File: config.mk
export PLATFORM = sky130hd
export DESIGN_NAME = cdb_arbiter
export DESIGN_NICKNAME = d
export VERILOG_FILES = /design/src/rtl/cdb_arbiter_pkg.sv /design/src/rtl/cdb_arbiter_rr_pick.sv /design/src/rtl/cdb_arbiter.sv
export SDC_FILE = /design/constraint.sdc
export NUM_CORES = 1
export LEC_CHECK = 0
export ABC_AREA = 0
export CAP_MARGIN = 20
export CORE_ASPECT_RATIO = 2
export CORE_MARGIN = 2
export CORE_UTILIZATION = 36
export DETAILED_ROUTE_END_ITERATION = 16
export PLACE_DENSITY = 0.86
export SLEW_MARGIN = 15
export SYNTH_ARGS = -nofsm -noshare
export SYNTH_HDL_FRONTEND = slang
export SYNTH_SLANG_ARGS = --single-unit
File: constraint.sdc
create_clock -name clk -period 3.1 [get_ports clk]
set_input_delay 0.465 -clock clk [delete_from_list [all_inputs] [get_ports clk]]
set_output_delay 0.465 -clock clk [all_outputs]
set_load 0.01 [all_outputs]
File: src/rtl/cdb_arbiter_pkg.sv
// CDB shared types: tag/data widths, the reserved
// "no producer" tag and the broadcast bundle.
package cdb_arbiter_pkg;

  localparam int TAG_W  = 5;
  localparam int DATA_W = 32;

  localparam logic [TAG_W-1:0] TAG_NONE = '0;

  typedef struct packed {
    logic              valid;
    logic [TAG_W-1:0]  tag;
    logic [DATA_W-1:0] data;
  } cdb_t;

  function automatic logic tag_is_none(
    input logic [TAG_W-1:0] t
  );
    return t == TAG_NONE;
  endfunction

endpackage

File: src/rtl/cdb_arbiter_rr_pick.sv
// Rotate-priority picker: first eligible index
// starting at ptr, wrapping modulo N.
module rr_pick #(
  parameter int N = 4,
  parameter int W = $clog2(N)
) (
  input  logic [N-1:0] elig_i,
  input  logic [W-1:0] ptr_i,
  output logic [N-1:0] grant_o,
  output logic [W-1:0] idx_o,
  output logic         any_o
);

  logic [W:0] j;

  // scan ptr, ptr+1, ... with wrap; first hit wins
  always_comb begin
    grant_o = '0;
    idx_o   = '0;
    any_o   = 1'b0;
    j       = '0;
    for (int k = 0; k < N; k++) begin
      j = {1'b0, ptr_i} + (W+1)'(k);
      if (j >= (W+1)'(N)) begin
        j = j - (W+1)'(N);
      end
      if (!any_o && elig_i[j[W-1:0]]) begin
        any_o             = 1'b1;
        idx_o             = j[W-1:0];
        grant_o[j[W-1:0]] = 1'b1;
      end
    end
  end

endmodule

File: src/rtl/cdb_arbiter.sv
// Round-robin CDB arbiter: one result per cycle,
// registered {tag, data} broadcast, sticky tag-0 error.
module cdb_arbiter #(
  parameter int NUM_REQ = 4,
  parameter int TAG_W   = cdb_arbiter_pkg::TAG_W,
  parameter int DATA_W  = cdb_arbiter_pkg::DATA_W,
  parameter int SRC_W   = $clog2(NUM_REQ)
) (
  input  logic                      clk,
  input  logic                      rst,
  input  logic [NUM_REQ-1:0]        req_valid,
  input  logic [NUM_REQ*TAG_W-1:0]  req_tag,
  input  logic [NUM_REQ*DATA_W-1:0] req_data,
  input  logic                      flush,
  output logic [NUM_REQ-1:0]        req_grant,
  output logic                      cdb_valid,
  output logic [TAG_W-1:0]          cdb_tag,
  output logic [DATA_W-1:0]         cdb_data,
  output logic [SRC_W-1:0]          cdb_src,
  output logic                      err_tag0
);

  import cdb_arbiter_pkg::*;

  localparam logic [TAG_W-1:0] NONE =
    TAG_W'(TAG_NONE);

  logic [NUM_REQ-1:0] elig;
  logic [NUM_REQ-1:0] tag0_hit;
  logic [NUM_REQ-1:0] pick_grant;
  logic [SRC_W-1:0]   pick_idx;
  logic               pick_any;

  logic [SRC_W-1:0]  ptr_q, ptr_d;
  logic              vld_q, vld_d;
  logic [TAG_W-1:0]  tag_q, tag_d;
  logic [DATA_W-1:0] data_q, data_d;
  logic [SRC_W-1:0]  src_q, src_d;
  logic              err_q, err_d;

  // tag 0 never competes; flush removes everyone
  always_comb begin
    elig     = '0;
    tag0_hit = '0;
    for (int i = 0; i < NUM_REQ; i++) begin
      tag0_hit[i] = req_valid[i] &&
        (req_tag[i*TAG_W +: TAG_W] == NONE);
      elig[i] = req_valid[i] && !tag0_hit[i] && !flush;
    end
  end

  rr_pick #(
    .N (NUM_REQ),
    .W (SRC_W)
  ) u_pick (
    .elig_i  (elig),
    .ptr_i   (ptr_q),
    .grant_o (pick_grant),
    .idx_o   (pick_idx),
    .any_o   (pick_any)
  );

  assign req_grant = pick_grant;

  // next broadcast, pointer advance and sticky error
  always_comb begin
    vld_d  = pick_any;
    tag_d  = tag_q;
    data_d = data_q;
    src_d  = src_q;
    ptr_d  = ptr_q;
    err_d  = err_q | (|tag0_hit);
    if (pick_any) begin
      tag_d  = req_tag[int'(pick_idx)*TAG_W +: TAG_W];
      data_d = req_data[int'(pick_idx)*DATA_W +: DATA_W];
      src_d  = pick_idx;
      if (pick_idx == SRC_W'(NUM_REQ-1)) begin
        ptr_d = '0;
      end else begin
        ptr_d = pick_idx + SRC_W'(1);
      end
    end
  end

  // CDB registers; async reset drops any broadcast
  always_ff @(posedge clk or posedge rst) begin
    if (rst) begin
      ptr_q  <= '0;
      vld_q  <= 1'b0;
      tag_q  <= '0;
      data_q <= '0;
      src_q  <= '0;
      err_q  <= 1'b0;
    end else begin
      ptr_q  <= ptr_d;
      vld_q  <= vld_d;
      tag_q  <= tag_d;
      data_q <= data_d;
      src_q  <= src_d;
      err_q  <= err_d;
    end
  end

  assign cdb_valid = vld_q;
  assign cdb_tag   = tag_q;
  assign cdb_data  = data_q;
  assign cdb_src   = src_q;
  assign err_tag0  = err_q;

endmodule
# [Word level (Yosys, flattened, before mapping)]
# Index checks and enable logic that the tools add are counted.
[totals] ff_bits=43 latch_bits=0 mem_bits_rw=0 romBits=0 input_bits=155 out_inout_bits=45 word_cells=99 mem_count=0
[classes] add_sub_neg=8 mul=1 n_div=0 magnitude_cmp=12 n_eq_ne=1 n_shift=2 muxes=33 n_bitwise=4 n_reduce_logical=32
[op_table] cell="$shiftx A128 B8 Y32" n=1
[op_table] cell="$logic_not A5 Y1" n=4
[op_table] cell="$shiftx A20 B6 Y5" n=1
[op_table] cell="$logic_and A1 B1 Y1" n=19
[op_table] cell="$mux W2" n=9
[op_table] cell="$mux W4" n=4
[op_table] cell="$lt A2 B3 Y1 const B" n=4
[op_table] cell="$mux W1" n=12
[op_table] cell="$or A4 B4 Y4" n=3
[op_table] cell="$ge A3 B3 Y1 const B" n=3
[op_table] cell="$bmux W1 S2" n=4
[op_table] cell="$demux W1 S2" n=4
[op_table] cell="$ge A2 B1 Y1 const B" n=4
[op_table] cell="$logic_not A1 Y1" n=8
[op_table] cell="$sub A2 B1 Y2 const B" n=4
[op_table] cell="$add A2 B2 Y3 const B" n=2
[op_table] cell="$mul A2 B3 Y5 const B" n=1
[op_table] cell="$reduce_or A4 Y1" n=1
[op_table] cell="$add A2 B1 Y3 const B" n=1
[op_table] cell="$ge A2 B3 Y1 const B" n=1
[op_table] cell="$add A2 B1 Y2 const B" n=1
[op_table] cell="$eq A2 B2 Y1 const B" n=1
[op_table] cell="$or A1 B1 Y1" n=1

# [Logic depth before layout (Yosys ltp)]
[logic_depth] depth_word=19 mapped_depth=12

# [By module]
# Synthesis repeated with hierarchy kept, for this count alone.
[hier_totals] hier_cells=201 area_unflattened_um2=2996.6
[by_module_without_submodules] mod="cdb_arbiter" instances=1 cells_per_inst=156 area_per_inst_um2=2575.0 seq_area_each_um2=1076.0
[by_module_without_submodules] mod="rr_pick" instances=1 cells_per_inst=45 area_per_inst_um2=421.7 seq_area_each_um2=0.0

# [Worst setup path after synthesis]
# No wires, ideal clock.
[synth_path] kind="input -> output" start="input port req_tag[3]" end="output port req_grant[0]" arrival_time_ns=2.364 required_ns=2.635 path_slack_ns=0.271 stages=7 path_cell_list="or4_1 -> o21ai_1 -> nor2_1 -> o31a_1 -> nor2b_1 -> clkbuf_1 -> a221o_1"
[synth_between] elab_chain_len=17 word_cells_on_any_way=29 classes_between="mux: 15; bitwise: 3; reduce/logical: 11"
[synth_lines] element="start, declared" line_no="cdb_arbiter.sv:12" text="input logic [NUM_REQ*TAG_W-1:0] req_tag,"
[synth_lines] element="$logic_not A5 Y1 (*)" line_no="cdb_arbiter.sv:47" text="(req_tag[i*TAG_W +: TAG_W] == NONE);"
[synth_lines] element="$logic_and A1 B1 Y1 (*)" line_no="cdb_arbiter.sv:46" text="tag0_hit[i] = req_valid[i] &&"
[synth_lines] element="$logic_not A1 Y1 (*)" line_no="cdb_arbiter.sv:48" text="elig[i] = req_valid[i] && !tag0_hit[i] && !flush;"
[synth_lines] element="$logic_and A1 B1 Y1 (*) (2 in series)" line_no="cdb_arbiter.sv:48"
[synth_lines] element="$bmux W1 S2" line_no="cdb_arbiter_rr_pick.sv:27" text="if (!any_o && elig_i[j[W-1:0]]) begin"
[synth_lines] element="$mux W1 (implied by the code)" line_no="cdb_arbiter_rr_pick.sv:27"
[synth_lines] element="$mux W1" line_no="cdb_arbiter_rr_pick.sv:27"
[synth_lines] element="$logic_not A1 Y1" line_no="cdb_arbiter_rr_pick.sv:27"
[synth_lines] element="$logic_and A1 B1 Y1" line_no="cdb_arbiter_rr_pick.sv:27"
[synth_lines] element="$mux W1" line_no="cdb_arbiter_rr_pick.sv:27"
[synth_lines] element="$logic_not A1 Y1" line_no="cdb_arbiter_rr_pick.sv:27"
[synth_lines] element="$logic_and A1 B1 Y1" line_no="cdb_arbiter_rr_pick.sv:27"
[synth_lines] element="$mux W1" line_no="cdb_arbiter_rr_pick.sv:27"
[synth_lines] element="$logic_not A1 Y1" line_no="cdb_arbiter_rr_pick.sv:27"
[synth_lines] element="$logic_and A1 B1 Y1" line_no="cdb_arbiter_rr_pick.sv:27"
[synth_lines] element="$mux W4 (*)" line_no="cdb_arbiter_rr_pick.sv:27"
[synth_lines] element="end, declared" line_no="cdb_arbiter.sv:15" text="output logic [NUM_REQ-1:0] req_grant,"
# Mark *: on every way between the ends. The rest lies on a longest branch, timed or not. The select of a mux whose other input is x is not followed.

# [Worst setup path after layout]
[layout_path] start="input port req_tag[7]" end="output port req_grant[0]"
# Same word-level chain as after synthesis.

==> metrics.csv <==
metric;value;unit
#FFs+latches synth;43;
Power Density;722;nW/um^2
grt peak-use layer;met2;
worst clock skew;0.00270;ns
IO Pins;200;
DIE AREA;9090;um^2
commonest non-fill, non-tap cell in the layout;clkdlybuf4s50_1;
Pre-antenna DRT Iters;6;
area grow syn2layout;86.6;%
Hold Crit Class;reg2reg;
Residual DRC;0;
DR vias;3557;
top cell family by delay on the critical path;simple AND/OR/NAND/NOR gates;
cell type of the slowest stage on the worst timing path;or4_4;
CP required;2.63;ns
# hold bufs at CTS;0;
global-route usage over all layers;26.8;%
first-pass GRT wire length;18100;um
number of max-cap violations;0;
met1 usage;26.4;%
CTS tree;yes;
clk_lat worst skew;0.28;ns
number of DRC markers in iteration 0;192;
Filler cells;651;
Routed WL;12200;um
Die H;133;um
post-synthesis sequential area ratio;36.0;%
max incr delay on CP;0.51;ns
Total Nets Final;688;
GR Layer Usage met2;49.7;%
Via density;5.66;
ant diodes;0;
critical path peak fanout;4;
core area;8170;um^2
cts bufs inserted;5;
Placed Area;5270;um^2
Slew Viols, Final;0;
outcome;completed;
dpl cells;615;
vias in the first global route;3723;
# port buffers;199;
element type at the critical path end;output port;
largest net degree at the start of global routing;44;
Avg Cell Area, Syn;9.73;um^2
Max H-tree Level;2;
starting density of the core;36.6;%
clk buf depth;2;
most frequent cells in the layout;clkdlybuf4s50_1, nand2_1, dfrtp_1;
CP arrival;2.61;ns
Reg clk slew, reported paths;0.06;ns
met3 Use GR;4.59;%
DR WL/cell;19.4;um
area of the multi-input gates;1870;um^2
DIE WIDTH;68.4;um
relative slew slack;38.0;%
initial antenna violation count;0;
P_leak;0.00221;uW
share of layout cells above drive strength 1;16.8;%
gpl congestion;0.953;
Tcrit/Tclk final;99.4;%
Final Hold Viols;0;
Reg area;1080;um^2
crit path buf inv count;3;
post-route antenna net violation count;0;
post-route cell area;5580;um^2
CP Cell Sequence;clkdlybuf4s15_1 -> or4_4 -> o21ai_4 -> o22ai_2 -> or3_1 -> o21ai_1 -> nor3b_2 -> buf_4 -> a221o_1 -> buf_2;
post-synth cell types;48;
Least-Margin Pin Slew;0.928;ns
Worst VDD drop;0.000492;V
HPWL after DPL;9520;um
Fmax;0.325;GHz
Synthesized Nets;466;
CTS root buf;clkbuf_16;
grt ovf;0;
Cell Count, Final, Fillers Out;628;
CP Launch Type;input pin;
WS Path Type;in2out;
Cells after Synth;307;
Rows;47;
clock period minus worst slack;3.08;ns
yosys warns;0;
count of final setup violators;0;
Mapped Area;2990;um^2
clk sinks;43;
flip-flops by register name (all words and copies together) (netlist names):
| signal | count |
|---|---|
| ptr_q | 2 |
| cdb_tag | 5 |
| cdb_data | 32 |
| cdb_valid | 1 |
| err_tag0 | 1 |
| cdb_src | 2 |
metrics by stage:
| step | util (%) | power [uW] | setup slack [ns] | hold slack (ns) | setup TNS [ns] |
|---|---|---|---|---|---|
| after floorplan | - | 2150 | 0.271 | 0.504 | 0 |
| after CTS | 67.6 | 3980 | 0.00231 | 0.480 | 0 |
| final | 68.2 | 4030 | 0.0200 | 0.479 | 0 |
| after global routing | 68.2 | 4230 | -0.0179 | 0.490 | -0.0179 |
| after detailed placement | 64.4 | 3290 | -0.642 | 0.465 | -13.86 |
| after global placement | 64.4 | 3220 | -0.595 | 0.460 | -12.49 |
cells in the mapped netlist, drive strengths merged:
cell | count | area [um^2]
nand2 | 46 | 173
dfrtp | 43 | 1080
a22oi | 41 | 308
mux2i | 38 | 380
o211ai | 36 | 295
nor2 | 15 | 56.3
clkbuf | 14 | 52.6
buf | 10 | 116
o21ai | 7 | 46.3
a21oi | 5 | 25.0
a221o | 4 | 40.0
ha | 4 | 50.1
inv | 4 | 15.0
or4 | 4 | 33.8
a211oi | 3 | 35.0
nor2b | 3 | 18.8
o211a | 3 | 30.0
nor3 | 2 | 15.0
o21a | 2 | 15.0
o22ai | 2 | 12.5
o311a | 2 | 20.0
a21boi | 1 | 7.51
a21o | 1 | 7.51
a222oi | 1 | 10.0
a31oi | 1 | 6.26
a41o | 1 | 10.0
and3 | 1 | 6.26
mux2 | 1 | 11.3
mux4 | 1 | 26.3
nand3 | 1 | 5.00
nor3b | 1 | 7.51
nor4 | 1 | 6.26
o21bai | 1 | 7.51
o221ai | 1 | 8.76
o22a | 1 | 8.76
o311ai | 1 | 16.3
o31a | 1 | 8.76
o31ai | 1 | 7.51
or2 | 1 | 6.26
or3 | 1 | 6.26
power breakdown:
part,total [uW],switching (uW),internal (uW)
sequential,962,152,810
clock,607,227,380
combinational,2460,1140,1320
final cells by class:
cell class | count | area share, %
clock buffer | 5 | 2.24
clock inverter | 3 | 0.785
inverter | 4 | 0.269
multi-input combinational | 236 | 33.5
sequential | 43 | 19.3
tap | 98 | 2.20
timing repair buffer | 239 | 41.7
layer usage:
layer	vias to the layer above	share of wire, %
met5	-	0
met4	0	4.7
met3	41	4.5
met2	177	57
met1	1708	34
li1	1631	-
timing repair:
action	in CTS	in global routing
gates resized for setup	55	22
setup endpoints to repair	20	9
buffers inserted	6	0
pin swaps	16	17
path summary, 6_finish.rpt:
check | from | end | slack [ns] | cells past startpoint
max | req_tag[7] | req_grant[0] | 0.02 | 10
min | cdb_src[0] | cdb_src[0] | 0.48 | 1
max reg2reg | ptr_q[0] | ptr_q[1] | 0.13 | 12
min reg2reg | cdb_src[0] | cdb_src[0] | 0.48 | 1
max in group asynchronous | rst | cdb_data[25] | 1.82 | 2
min in group asynchronous | rst | cdb_data[8] | 0.70 | 2
cells by family after synthesis:
kind of cell | Yosys count | synth area share [%]
AOI/OAI and AO/OA | 116 | 31.0
buffers and inverters | 28 | 6.16
and+or+nand+nor | 76 | 11.2
muxes | 40 | 14.0
DFF | 43 | 36.0
adders and majority gates | 4 | 1.68
(Power assumes the default switching activity.)
